**src/rtl/ifetch_prefetch_if.sv**
```systemverilog
// Signal bundle between the fetch front-end, instruction memory and the core.
// The master side is the fetch unit; the slave side is the memory/core environment.
interface ifetch_prefetch_if;
  logic        imem_req;
  logic [31:0] imem_addr;
  logic        imem_rvalid;
  logic [31:0] imem_rdata;
  logic        redirect_valid;
  logic [31:0] redirect_pc;
  logic        inst_valid;
  logic        inst_ready;
  logic [31:0] inst_out;
  logic [31:0] inst_pc;

  modport master (
    output imem_req, imem_addr, inst_valid, inst_out, inst_pc,
    input  imem_rvalid, imem_rdata, redirect_valid, redirect_pc, inst_ready
  );

  modport slave (
    input  imem_req, imem_addr, inst_valid, inst_out, inst_pc,
    output imem_rvalid, imem_rdata, redirect_valid, redirect_pc, inst_ready
  );
endinterface

```
**src/rtl/ifetch_prefetch.sv**
```systemverilog
// Instruction prefetch front-end: runs the fetch PC, keeps at most one read in flight
// to instruction memory and buffers returned {PC, instruction} pairs for the core.
module ifetch_prefetch #(
  parameter int unsigned DEPTH    = 4,
  parameter logic [31:0] RESET_PC = 32'h0000_0000
) (
  input logic               clk,
  input logic               rst,
  ifetch_prefetch_if.master bus
);
  localparam int unsigned   AW      = $clog2(DEPTH);
  localparam int unsigned   CW      = AW + 1;
  localparam logic [CW-1:0] DEPTH_C = CW'(DEPTH);
  localparam logic [31:0]   NOP     = 32'h0000_0013;

  typedef enum logic [1:0] {
    S_IDLE,
    S_WAIT,
    S_DROP
  } state_e;

  state_e        state_q, state_d;
  logic [31:0]   fetchPc_q, fetchPc_d;
  logic [31:0]   reqPc_q, reqPc_d;
  logic [AW-1:0] wrPtr_q, wrPtr_d;
  logic [AW-1:0] rdPtr_q, rdPtr_d;
  logic [CW-1:0] count_q, count_d;
  logic [CW-1:0] countAfterPush;
  logic [31:0]   instMem_q [DEPTH];
  logic [31:0]   pcMem_q   [DEPTH];
  logic          headValid, push, pop, issue, busyAfter;

  always_comb begin
    headValid      = (count_q != '0);
    push           = (state_q == S_WAIT) && bus.imem_rvalid && !bus.redirect_valid;
    pop            = headValid && bus.inst_ready && !bus.redirect_valid;
    busyAfter      = (state_q != S_IDLE) && !bus.imem_rvalid;
    countAfterPush = count_q + {{AW{1'b0}}, push};
    // This cycle's pop is not credited, keeping inst_ready off the imem_req path.
    issue          = !rst && !bus.redirect_valid && !busyAfter && (countAfterPush < DEPTH_C);
  end

  always_comb begin
    state_d   = state_q;
    fetchPc_d = fetchPc_q;
    reqPc_d   = reqPc_q;
    wrPtr_d   = wrPtr_q;
    rdPtr_d   = rdPtr_q;
    count_d   = count_q;

    case (state_q)
      S_IDLE: begin
        if (issue) state_d = S_WAIT;
      end
      S_WAIT, S_DROP: begin
        if (bus.imem_rvalid)         state_d = issue ? S_WAIT : S_IDLE;
        else if (bus.redirect_valid) state_d = S_DROP;
      end
      default: state_d = S_IDLE;
    endcase

    if (issue) begin
      reqPc_d   = fetchPc_q;
      fetchPc_d = fetchPc_q + 32'd4;
    end

    if (bus.redirect_valid) begin
      fetchPc_d = bus.redirect_pc & 32'hFFFF_FFFC;
      wrPtr_d   = '0;
      rdPtr_d   = '0;
      count_d   = '0;
    end else begin
      if (push) wrPtr_d = wrPtr_q + AW'(1);
      if (pop)  rdPtr_d = rdPtr_q + AW'(1);
      count_d = count_q + {{AW{1'b0}}, push} - {{AW{1'b0}}, pop};
    end
  end

  always_ff @(posedge clk) begin
    if (rst) begin
      state_q   <= S_IDLE;
      fetchPc_q <= RESET_PC;
      reqPc_q   <= RESET_PC;
      wrPtr_q   <= '0;
      rdPtr_q   <= '0;
      count_q   <= '0;
    end else begin
      state_q   <= state_d;
      fetchPc_q <= fetchPc_d;
      reqPc_q   <= reqPc_d;
      wrPtr_q   <= wrPtr_d;
      rdPtr_q   <= rdPtr_d;
      count_q   <= count_d;
    end
  end

  // Storage needs no reset: an entry is only visible once count covers it.
  always_ff @(posedge clk) begin
    if (push) begin
      instMem_q[wrPtr_q] <= bus.imem_rdata;
      pcMem_q[wrPtr_q]   <= reqPc_q;
    end
  end

  assign bus.imem_req   = issue;
  assign bus.imem_addr  = fetchPc_q;
  assign bus.inst_valid = headValid;
  assign bus.inst_out   = headValid ? instMem_q[rdPtr_q] : NOP;
  assign bus.inst_pc    = headValid ? pcMem_q[rdPtr_q] : 32'h0;
endmodule

```
**src/flat_wrapper.sv**
```systemverilog
// flat-port wrapper written by rule: the top's interface ports become plain ports
module ifetch_prefetch_flat 
#(
  parameter int unsigned DEPTH    = 4,
  parameter logic [31:0] RESET_PC = 32'h0000_0000
)
  (clk, rst, bus_imem_req, bus_imem_addr, bus_inst_valid, bus_inst_out, bus_inst_pc, bus_imem_rvalid, bus_imem_rdata, bus_redirect_valid, bus_redirect_pc, bus_inst_ready);
  ifetch_prefetch_if bus_i ();
  input logic clk;
  input logic rst;
  output wire logic [$bits(bus_i.imem_req)-1:0] bus_imem_req;
  output wire logic [$bits(bus_i.imem_addr)-1:0] bus_imem_addr;
  output wire logic [$bits(bus_i.inst_valid)-1:0] bus_inst_valid;
  output wire logic [$bits(bus_i.inst_out)-1:0] bus_inst_out;
  output wire logic [$bits(bus_i.inst_pc)-1:0] bus_inst_pc;
  input wire logic [$bits(bus_i.imem_rvalid)-1:0] bus_imem_rvalid;
  input wire logic [$bits(bus_i.imem_rdata)-1:0] bus_imem_rdata;
  input wire logic [$bits(bus_i.redirect_valid)-1:0] bus_redirect_valid;
  input wire logic [$bits(bus_i.redirect_pc)-1:0] bus_redirect_pc;
  input wire logic [$bits(bus_i.inst_ready)-1:0] bus_inst_ready;
  assign bus_imem_req = bus_i.imem_req;
  assign bus_imem_addr = bus_i.imem_addr;
  assign bus_inst_valid = bus_i.inst_valid;
  assign bus_inst_out = bus_i.inst_out;
  assign bus_inst_pc = bus_i.inst_pc;
  assign bus_i.imem_rvalid = bus_imem_rvalid;
  assign bus_i.imem_rdata = bus_imem_rdata;
  assign bus_i.redirect_valid = bus_redirect_valid;
  assign bus_i.redirect_pc = bus_redirect_pc;
  assign bus_i.inst_ready = bus_inst_ready;
  ifetch_prefetch #(.DEPTH(DEPTH), .RESET_PC(RESET_PC)) u_core (.clk(clk), .rst(rst), .bus(bus_i));
endmodule
```
**config.mk**
```make
export PLATFORM = sky130hd
export DESIGN_NAME = ifetch_prefetch_flat
export DESIGN_NICKNAME = d
export VERILOG_FILES = /design/src/rtl/ifetch_prefetch_if.sv /design/src/rtl/ifetch_prefetch.sv /design/src/flat_wrapper.sv
export SDC_FILE = /design/constraint.sdc
export NUM_CORES = 1
export LEC_CHECK = 0
export CORE_UTILIZATION = 45
export CTS_CLUSTER_DIAMETER = 150
export DETAILED_ROUTE_END_ITERATION = 16
export GPL_TIMING_DRIVEN = 0
export PLACE_DENSITY = 0.76
export SYNTH_ARGS = -nofsm -noshare
export SYNTH_HDL_FRONTEND = slang
export SYNTH_SLANG_ARGS = --single-unit
```
**constraint.sdc**
```tcl
create_clock -name clk -period 6 [get_ports clk]
set_input_delay 1.2 -clock clk [delete_from_list [all_inputs] [get_ports clk]]
set_output_delay 1.2 -clock clk [all_outputs]
set_load 0.02 [all_outputs]
```
# After elaboration in Yosys (flattened, before gate mapping)
# Memory sizes are Yosys's and may differ from the RTL's. A register that Yosys moved wholly into a read port is not among the register bits.
# Index checks and enable logic that the tools add are counted.
[totals]
regBits = 73
ram_bits = 256
in_bits = 69
output_inout_bits = 98
elab_cells = 53
n_memories = 2
[memory_table]
columns = ["name", "words", "word_bits", "read_ports", "rd_clocked_by_memory_dff", "write_ports", "line_no", "rtl"]
rows = [
  ["u_core.instMem_q", 4, 32, 1, 1, 1, "ifetch_prefetch.sv:29", "logic [31:0] instMem_q [DEPTH];"],
  ["u_core.pcMem_q", 4, 32, 1, 1, 1, "ifetch_prefetch.sv:30", "logic [31:0] pcMem_q [DEPTH];"],
]
[op_classes]
addsub = 5
magnitude_cmp = 1
eq_ne = 4
muxes = 15
reduce_logical = 19
[ops]
columns = ["cell", "count"]
rows = [
  ["$mux W32", 4],
  ["$add A32 B3 Y32 const B", 1],
  ["$mux W2", 7],
  ["$logic_and A1 B1 Y1", 8],
  ["$add A2 B1 Y2 const B", 2],
  ["$logic_not A1 Y1", 4],
  ["$pmux W2 S2", 1],
  ["$reduce_bool A2 Y1", 2],
  ["$reduce_or A2 Y1", 2],
  ["$add A3 B1 Y3", 1],
  ["$lt A3 B3 Y1 const B", 1],
  ["$mux W1", 3],
  ["$ne A3 B3 Y1 const B", 1],
  ["$reduce_bool A3 Y1", 1],
  ["$sub A3 B1 Y3", 1],
  ["$eq A2 B1 Y1 const B", 1],
  ["$eq A2 B2 Y1 const B", 1],
  ["$logic_not A2 Y1", 1],
  ["$ne A2 B1 Y1 const B", 1],
  ["$reduce_and A2 Y1", 1],
]

# Depth between registers and ports, before layout
# Gate-level depths: netlist of run 1.
[depth]
ltp_word = 9
depth_mapped = 13
depth_no_buf = 12

# Worst setup path before layout of run 1
# No wires, ideal clock.
[synth_path]
path_kind = "input-to-output"
start = "in bus_redirect_valid"
end = "out bus_imem_req"
t_arrival_ns = 3.033
required_time_ns = 4.800
slack_ns = 1.767
stages = 9
n_path_buf = 3
path_cell_list = "clkbuf_1 nor2_1 ha_1 ha_1 xor2_1 or3_4 inv_2 buf_4 buf_2"
[synth_via]
elab_chain_cells = 5
elab_cells_between_ends = 7
cone_classes = "add/sub: 1; order compare: 1; reduce/logical: 5"
[synth_rtl]
columns = ["item", "line_no", "rtl"]
rows = [
  ["from (decl)", "flat_wrapper.sv:18", "input wire logic [$bits(bus_i.redirect_valid)-1:0] bus_redirect_valid;"],
  ["$logic_not A1 Y1", "ifetch_prefetch.sv:35", "push = (state_q == S_WAIT) && bus.imem_rvalid && !bus.redirect_valid;"],
  ["$logic_and A1 B1 Y1", "ifetch_prefetch.sv:35", ""],
  ["named net u_core.push", "ifetch_prefetch.sv:31", "logic headValid, push, pop, issue, busyAfter;"],
  ["$add A3 B1 Y3", "ifetch_prefetch.sv:38", "countAfterPush = count_q + {{AW{1'b0}}, push};"],
  ["$lt A3 B3 Y1", "ifetch_prefetch.sv:40", "issue = !rst && !bus.redirect_valid && !busyAfter && (countAfterPush < DEPTH_C);"],
  ["$logic_and A1 B1 Y1", "ifetch_prefetch.sv:40", ""],
  ["to (decl)", "flat_wrapper.sv:11", "output wire logic [$bits(bus_i.imem_req)-1:0] bus_imem_req;"],
]
# The timed path passes the listed nets, and every way through them passes these cells.

# Worst setup path after layout of run 1
[layout_path]
start = "in bus_imem_rvalid"
end = "out bus_imem_req"
[layout_via]
elab_chain_cells = 5
elab_cells_between_ends = 9
cone_classes = "add/sub: 1; order compare: 1; reduce/logical: 7"
[layout_rtl]
columns = ["item", "line_no", "rtl"]
rows = [
  ["from (decl)", "flat_wrapper.sv:16", "input wire logic [$bits(bus_i.imem_rvalid)-1:0] bus_imem_rvalid;"],
  ["$logic_and A1 B1 Y1 (2 in series)", "ifetch_prefetch.sv:35", ""],
  ["named net u_core.push", "ifetch_prefetch.sv:31", ""],
  ["$add A3 B1 Y3", "ifetch_prefetch.sv:38", ""],
  ["$lt A3 B3 Y1", "ifetch_prefetch.sv:40", ""],
  ["$logic_and A1 B1 Y1", "ifetch_prefetch.sv:40", ""],
]
# The timed path passes the listed nets, and every way through them passes these cells.

==> impl_metrics.yaml, run 1 <==
outcome:
  status: "completed"
worst_setup_path:
  crit_arrival_ps: 4580
  required_ps: 4800
  critPathMaxFanout: 10
  path_cells: "clkdlybuf4s50_1 > nand2_1 > nor2_1 > ha_1 > ha_1 > xor2_1 > or3_4 > inv_2 > buf_4 > buf_2 > clkdlybuf4s50_1"
  crit_slowest_cell: "clkdlybuf4s50_1"
  cp-start-kind: "input port"
  slowest_delay_ps: 630
  cp-end-kind: "primary output"
  path_class: "input port to primary output"
routing:
  drt-initial-drc-count: 711
  wire_per_inst_um: 19.0
  drtAntennaViolNets: 0
  vias: 7661
  firstDrtPassIters: 5
  wl_um: 27000
  drc_errors: 0
  viasPerCell: 5.39
placed_design:
  portBuffers: 160
  dpl.hpwl_um: 17600
  place_congestion: 0.910
  placedInstanceArea_sq_um: 14900
sta:
  hold_viol: 0
  finalCritPeriodShare_pct: 96.3
  rsz0062_at_grt: "false"
  hold_ws_ps: 503
  worst_pin_slew_ps: 890
  fin_tns_setup_ps: 0
  drv_slew: 0
  slew_headroom_pct: 40.1
  fin_worst_skew_ps: 9.86
  finalCriticalPeriod_ps: 5780
  setup_violations: 0
  fmax_ghz: 0.173
global_routing:
  grt.total_usage_pct: 19.0
  grt_pass1_vias: 7524
  grt_first_pass_wirelength_um: 41800
  antenna_found_initial: 0
  grt-ovfl-total: 0
  grt_max_degree: 42
yosys:
  synthMuxAreaShare_pct: 11.5
  synth_compound_area_share_pct: 4.41
  ys.flop_type: "edfxtp_1"
  ys_ff_latch: 319
  yosys.area.top_type: "edfxtp_1"
  synth_top_area_share_pct: 58.9
  netlist_instances: 818
  synth-adder-area-share_pct: 1.19
  synth_edf_count: 248
  ys_top_cells_by_area: "edfxtp_1, dfxtp_1, mux4_2"
  synth.most_common_cell: "edfxtp_1"
  synth_top_family_by_area: "multiplexers"
  synth_common_cells: "edfxtp_1, nand2_1, dfxtp_1"
  synth_warnings: 0
  avgSynthCellArea_sq_um: 15.5
  async_flop_share_pct: 0
  syn-cell-area_sq_um: 12600
  synthSimpleGateAreaFrac_pct: 10.1
  synth_xor_xnor_area_share_pct: 0.554
  yosysSeqAreaShare_pct: 70.1
  synth_cell_type_count: 45
power_and_ir_drop:
  combPwrFrac_pct: 5.8
  p_sw_mw: 1.02
  power.share.clock_pct: 44.3
  intPower_mw: 3.91
  vdd_drop_max_uv: 167
  p_per_area_nw_per_um2: 306
  power.static_leakage_nw: 5.21
  seqPwrFrac_pct: 49.9
  p_sw_share_pct: 20.6
die:
  core_sq_um: 27300
  start_util_pct: 46.4
  fp.dieW_um: 170
  fp.dieH_um: 170
  io-pin-count: 167
  fp.dieArea_sq_um: 28800
  rows: 60
cells_and_area:
  final_util_pct: 58.9
  syn_to_final_growth_pct: 27.0
  diodes: 0
  fin_nets: 1104
  final_cell_area_sq_um: 16100
  drive_gt1_share_pct: 14.2
clocking:
  clk_latency_ps: 500
  cts_num_sinks: 319
  cts_max_level: 2
  cts_buffer_depth: 3
  clk_pin_slew_worst_paths_ps: 60
  cts_inserted_buffers: 35
  clockRootBuffer: "clkbuf_16"
  cts_tree: "yes"
min_path:
  min_path_type: "register to register"
flow_run:
  maxCapViolations: 0
[layout make-up]
| cell class | instances | area [sq um] |
|---|---|---|
| plain buffers | 49 | 219 |
| clock buffers | 44 | 1000 |
| clock inverters | 19 | 201 |
| fillers | 2100 | 11200 |
| inverters | 13 | 48.8 |
| multi-input cells | 440 | 3530 |
| flip-flops and latches | 319 | 8870 |
| well taps | 372 | 465 |
| repair buffers | 165 | 1720 |
[path summary, 6_finish.rpt]
kind                                                 startpoint                                     to  slack [ps]  cells past startpoint
worst max-delay path                            bus_imem_rvalid                           bus_imem_req         220                     11
worst min register to register  u_core.reqPc_q[31]$_SDFFE_PP0P_        u_core.reqPc_q[31]$_SDFFE_PP0P_         500                      2
worst min-delay path            u_core.reqPc_q[31]$_SDFFE_PP0P_        u_core.reqPc_q[31]$_SDFFE_PP0P_         500                      2
worst max register to register   u_core.state_q[0]$_SDFFE_PP0P_  u_core.bus.imem_addr[25]$_SDFFE_PP0P_        2650                     11
[stage by stage]
step | setup WS (ps) | power, mW | instances
6_report | 224 | 4.92 | 1421
5_1_grt | 6.65 | 5.08 | 1421
4_1_cts | 105 | 4.97 | 1421
3_5_place_dp | 121 | 2.78 | 1358
3_3_place_gp | 207 | 2.78 | 1353
2_1_floorplan | 1770 | 2.63 | 821
[per-layer routing]
metal  global-route usage [%]  wire length (um)  vias to the layer above
li1                         -                 -                     3524
met1                     26.4             11700                     3732
met2                     30.5             12600                      356
met3                     4.10              2100                       49
met4                     5.09               509                        0
met5                        0                 0                        -
[critical path, delay by kind of cell]
family	cells	cell delay, ps
buffers and inverters	5	1850
and+or+nand+nor	3	880
adders and majority gates	2	450
xor gates and xnor gates	1	190
[power groups by stage]
stage	clock network [mW]	registers, mW	logic, mW
floorplan	0	2.50	0.130
global placement	0	2.50	0.275
detailed placement	0	2.50	0.284
CTS	2.23	2.45	0.286
global route	2.31	2.46	0.309
finish	2.18	2.45	0.285
[placed cells by master, fill, tap and decap left out, drive strengths merged, types with 11 or more instances in the layout]
cell type / Yosys / final
a21oi: 47 / 47
a31oi: 15 / 15
buf: 20 / 25
clkbuf: 29 / 73
clkdlybuf4s50: 0 / 160
dfxtp: 71 / 71
edfxtp: 248 / 248
ha: 12 / 12
inv: 13 / 14
mux4: 62 / 62
nand2: 96 / 96
nand3: 17 / 17
nand4: 17 / 17
nor2: 26 / 26
nor2b: 59 / 59
o21ai: 11 / 11
[state kept, by name (all words and copies together) (netlist names), named ones only]
register	flops
u_core.instMem_q	128
u_core.pcMem_q	120
u_core.bus.imem_addr	30
u_core.reqPc_q	30
u_core.count_q	3
u_core.rdPtr_q	2
u_core.state_q	2
u_core.wrPtr_q	2
[kinds of logic (layout without fill, tap and decap cells)]
family	after synthesis	after routing
xor+xnor	8	8
fa+ha+maj	12	12
mux	67	67
buf+inv	62	290
simple gates	255	255
flops	319	319
other cells	1	4
compound gates	94	94
[repair_timing]
item | 4_1_cts | 5_1_grt
hold buffers | 0 | 0
setup endpoints to repair | 0 | 1
setup buffers | 0 | 0
gates resized for setup | 0 | 2
Note: power is estimated with default switching activity, not from simulation.
==> run 2: changes to the inputs <==
--- a/config.mk
+++ b/config.mk
@@ -8,6 +8,7 @@
 export CORE_UTILIZATION = 45
 export CTS_CLUSTER_DIAMETER = 150
 export DETAILED_ROUTE_END_ITERATION = 16
+export GPL_ROUTABILITY_DRIVEN = 0
 export GPL_TIMING_DRIVEN = 0
 export PLACE_DENSITY = 0.76
 export SYNTH_ARGS = -nofsm -noshare
==> results of run 2 <==
The final DEF is identical to that of run 1; final timing and power are the same.
==> run 3: changes to the inputs <==
--- a/config.mk
+++ b/config.mk
@@ -5,12 +5,13 @@
 export SDC_FILE = /design/constraint.sdc
 export NUM_CORES = 1
 export LEC_CHECK = 0
-export CORE_UTILIZATION = 45
-export CTS_CLUSTER_DIAMETER = 150
+export CELL_PAD_IN_SITES_DETAIL_PLACEMENT = 2
+export CELL_PAD_IN_SITES_GLOBAL_PLACEMENT = 2
+export CORE_UTILIZATION = 42
 export DETAILED_ROUTE_END_ITERATION = 16
 export GPL_ROUTABILITY_DRIVEN = 0
 export GPL_TIMING_DRIVEN = 0
-export PLACE_DENSITY = 0.76
+export PLACE_DENSITY = 0.93
 export SYNTH_ARGS = -nofsm -noshare
 export SYNTH_HDL_FRONTEND = slang
 export SYNTH_SLANG_ARGS = --single-unit
==> constraint.sdc (replaced) <==
create_clock -name clk -period 6 [get_ports clk]
set_input_delay 1.8 -clock clk [delete_from_list [all_inputs] [get_ports clk]]
set_output_delay 1.8 -clock clk [all_outputs]
set_load 0.02 [all_outputs]
==> impl_metrics.yaml, run 3 (synthesis results as in run 1) <==
outcome:
  status: "completed"
global_routing:
  grt_first_pass_wirelength_um: 61500
  grt-ovfl-total: 0
  antenna_found_initial: 0
  grt.total_usage_pct: 27.3
  grt_max_degree: 50
  grt_pass1_vias: 9230
worst_setup_path:
  cp-end-kind: "primary output"
  cp_num_buf_inv: 5
  path_class: "input port to primary output"
  rrSetupSlack_ps: 2450
  reg2reg_from: "u_core.state_q[1]$_SDFFE_PP0P_"
  required_ps: 4200
  rr_worst_depth: 13
  crit_slowest_cell: "clkdlybuf4s50_1"
  path_cells: "clkdlybuf4s50_1 > clkbuf_8 > nor2_4 > ha_1 > ha_2 > xor2_2 > or3_4 > inv_4 > buf_8 > buf_4"
  slowest_delay_ps: 470
  r2r_end: "u_core.bus.imem_addr[8]$_SDFFE_PP0P_"
  critPathMaxFanout: 19
  crit_arrival_ps: 4140
  cp_top_family: "buffers and inverters"
  cp-start-kind: "input port"
cells_and_area:
  fin_nets: 1104
  final_common_cell: "edfxtp_1"
  final_cell_mix: "edfxtp_1, clkdlybuf4s50_1, nand2_1, dfxtp_1, mux4_2"
  regMostFlops: "u_core.instMem_q"
  diodes: 0
  largest_register_ffs: 128
  final_cell_area_sq_um: 16000
  stdcell_count: 1439
  drive_gt1_share_pct: 14.0
  syn_to_final_growth_pct: 26.6
  reg.largest.list: "u_core.instMem_q (128), u_core.pcMem_q (120)"
placed_design:
  placedInstanceArea_sq_um: 14900
  dpl.cell_count: 1376
  dpl.hpwl_um: 24800
  portBuffers: 160
  pre_cts_ws_ps: -1180
routing:
  firstDrtPassIters: 5
  wire_per_inst_um: 28.5
  wl_um: 41000
  drtAntennaViolNets: 0
  viasPerCell: 5.74
  drc_errors: 0
  drt-initial-drc-count: 660
  vias: 8263
sta:
  hold_viol: 0
  finalCriticalPeriod_ps: 5940
  setup_violations: 0
  fin_worst_skew_ps: 26.7
  fin_ws_ps: 55.7
  rsz0062_at_grt: "false"
  drv_slew: 0
  fmax_ghz: 0.168
  fin_tns_setup_ps: 0
  slew_headroom_pct: 28.5
  worst_pin_slew_ps: 1060
  finalCritPeriodShare_pct: 99.1
clocking:
  cts_inserted_buffers: 35
  cts_num_sinks: 319
  clockRootBuffer: "clkbuf_16"
  cts_tree: "yes"
  cts_buffer_depth: 3
  clk_latency_ps: 520
  clk_pin_slew_worst_paths_ps: 60
  cts_max_level: 2
die:
  fp.dieH_um: 176
  rows: 63
  start_util_pct: 42.7
  fp.dieArea_sq_um: 30800
  io-pin-count: 167
  core_sq_um: 29600
  fp.dieW_um: 176
power_and_ir_drop:
  power.static_leakage_nw: 5.17
  p_per_area_nw_per_um2: 306
  vdd_drop_max_uv: 152
  p_total_mw: 4.90
min_path:
  hold_depth: 0
  hp-start: "u_core.reqPc_q[23]$_SDFFE_PP0P_"
  min_path_type: "register to register"
  hold_end: "u_core.pcMem_q[0][23]$_DFFE_PP_"
flow_run:
  maxCapViolations: 0
[run 3: repair_timing]
item                                   in CTS  in global routing
buffers inserted                            1                  0
hold buffers                                0                  0
setup endpoints to repair                   1                  1
resized for setup                          15                  2
endpoints found under the hold margin       0                  0
[run 3: worst max-delay path by stage]
stage	startpoint	endpoint	slack [ps]	depth (start not counted)
finish	bus_redirect_valid	bus_imem_req	60	10
global route	bus_redirect_valid	bus_imem_req	2	10
CTS	bus_redirect_valid	bus_imem_req	50	10
detailed placement	bus_redirect_valid	bus_imem_req	-1180	11
global placement	bus_redirect_valid	bus_imem_req	-1110	11
floorplan	bus_redirect_valid	bus_imem_req	570	9
[run 3: power by group]
part	switching, mW	leakage [nW]	internal, mW
clock network	0.901	0.538	1.21
logic	0.184	1.70	0.136
registers	0.0489	2.93	2.41
total	1.13	5.17	3.76
[run 3: worst reg2reg max path, cell delays in order, from the launching register on]
cell	delay (ps)
dfxtp_1	330
inv_1	140
ha_1	240
nand2_1	160
nor2_4	210
ha_1	210
ha_2	230
xor2_2	330
or3_4	230
clkbuf_1	460
buf_2	410
nor2_1	90
o21ai_0	220
a21oi_1	120
[run 3: layer usage]
| metal | global-route usage [%] | wire, um | vias up |
|---|---|---|---|
| met3 | 3.61 | 1840 | 66 |
| li1 | - | - | 3519 |
| met4 | 7.17 | 895 | 0 |
| met1 | 35.1 | 16800 | 4357 |
| met2 | 48.4 | 21500 | 321 |
| met5 | 0 | 0 | - |
[run 3: layout make-up]
cell class                 count  area [sq um]
tap                          390           488
clock buffer                  51          1010
clock inverter                12          80.1
sequential                   319          8870
inverter                      13          51.3
multi-input combinational    440          3550
fill                        2672         13600
buffer                        48           230
timing repair buffer         166          1730
[run 3: metrics by stage]
step	hold slack, ps	utilization, %
after global placement	474	49.7
final	523	54.0
after CTS	526	54.0
after detailed placement	494	50.2
after floorplan	460	-
after global routing	534	54.0
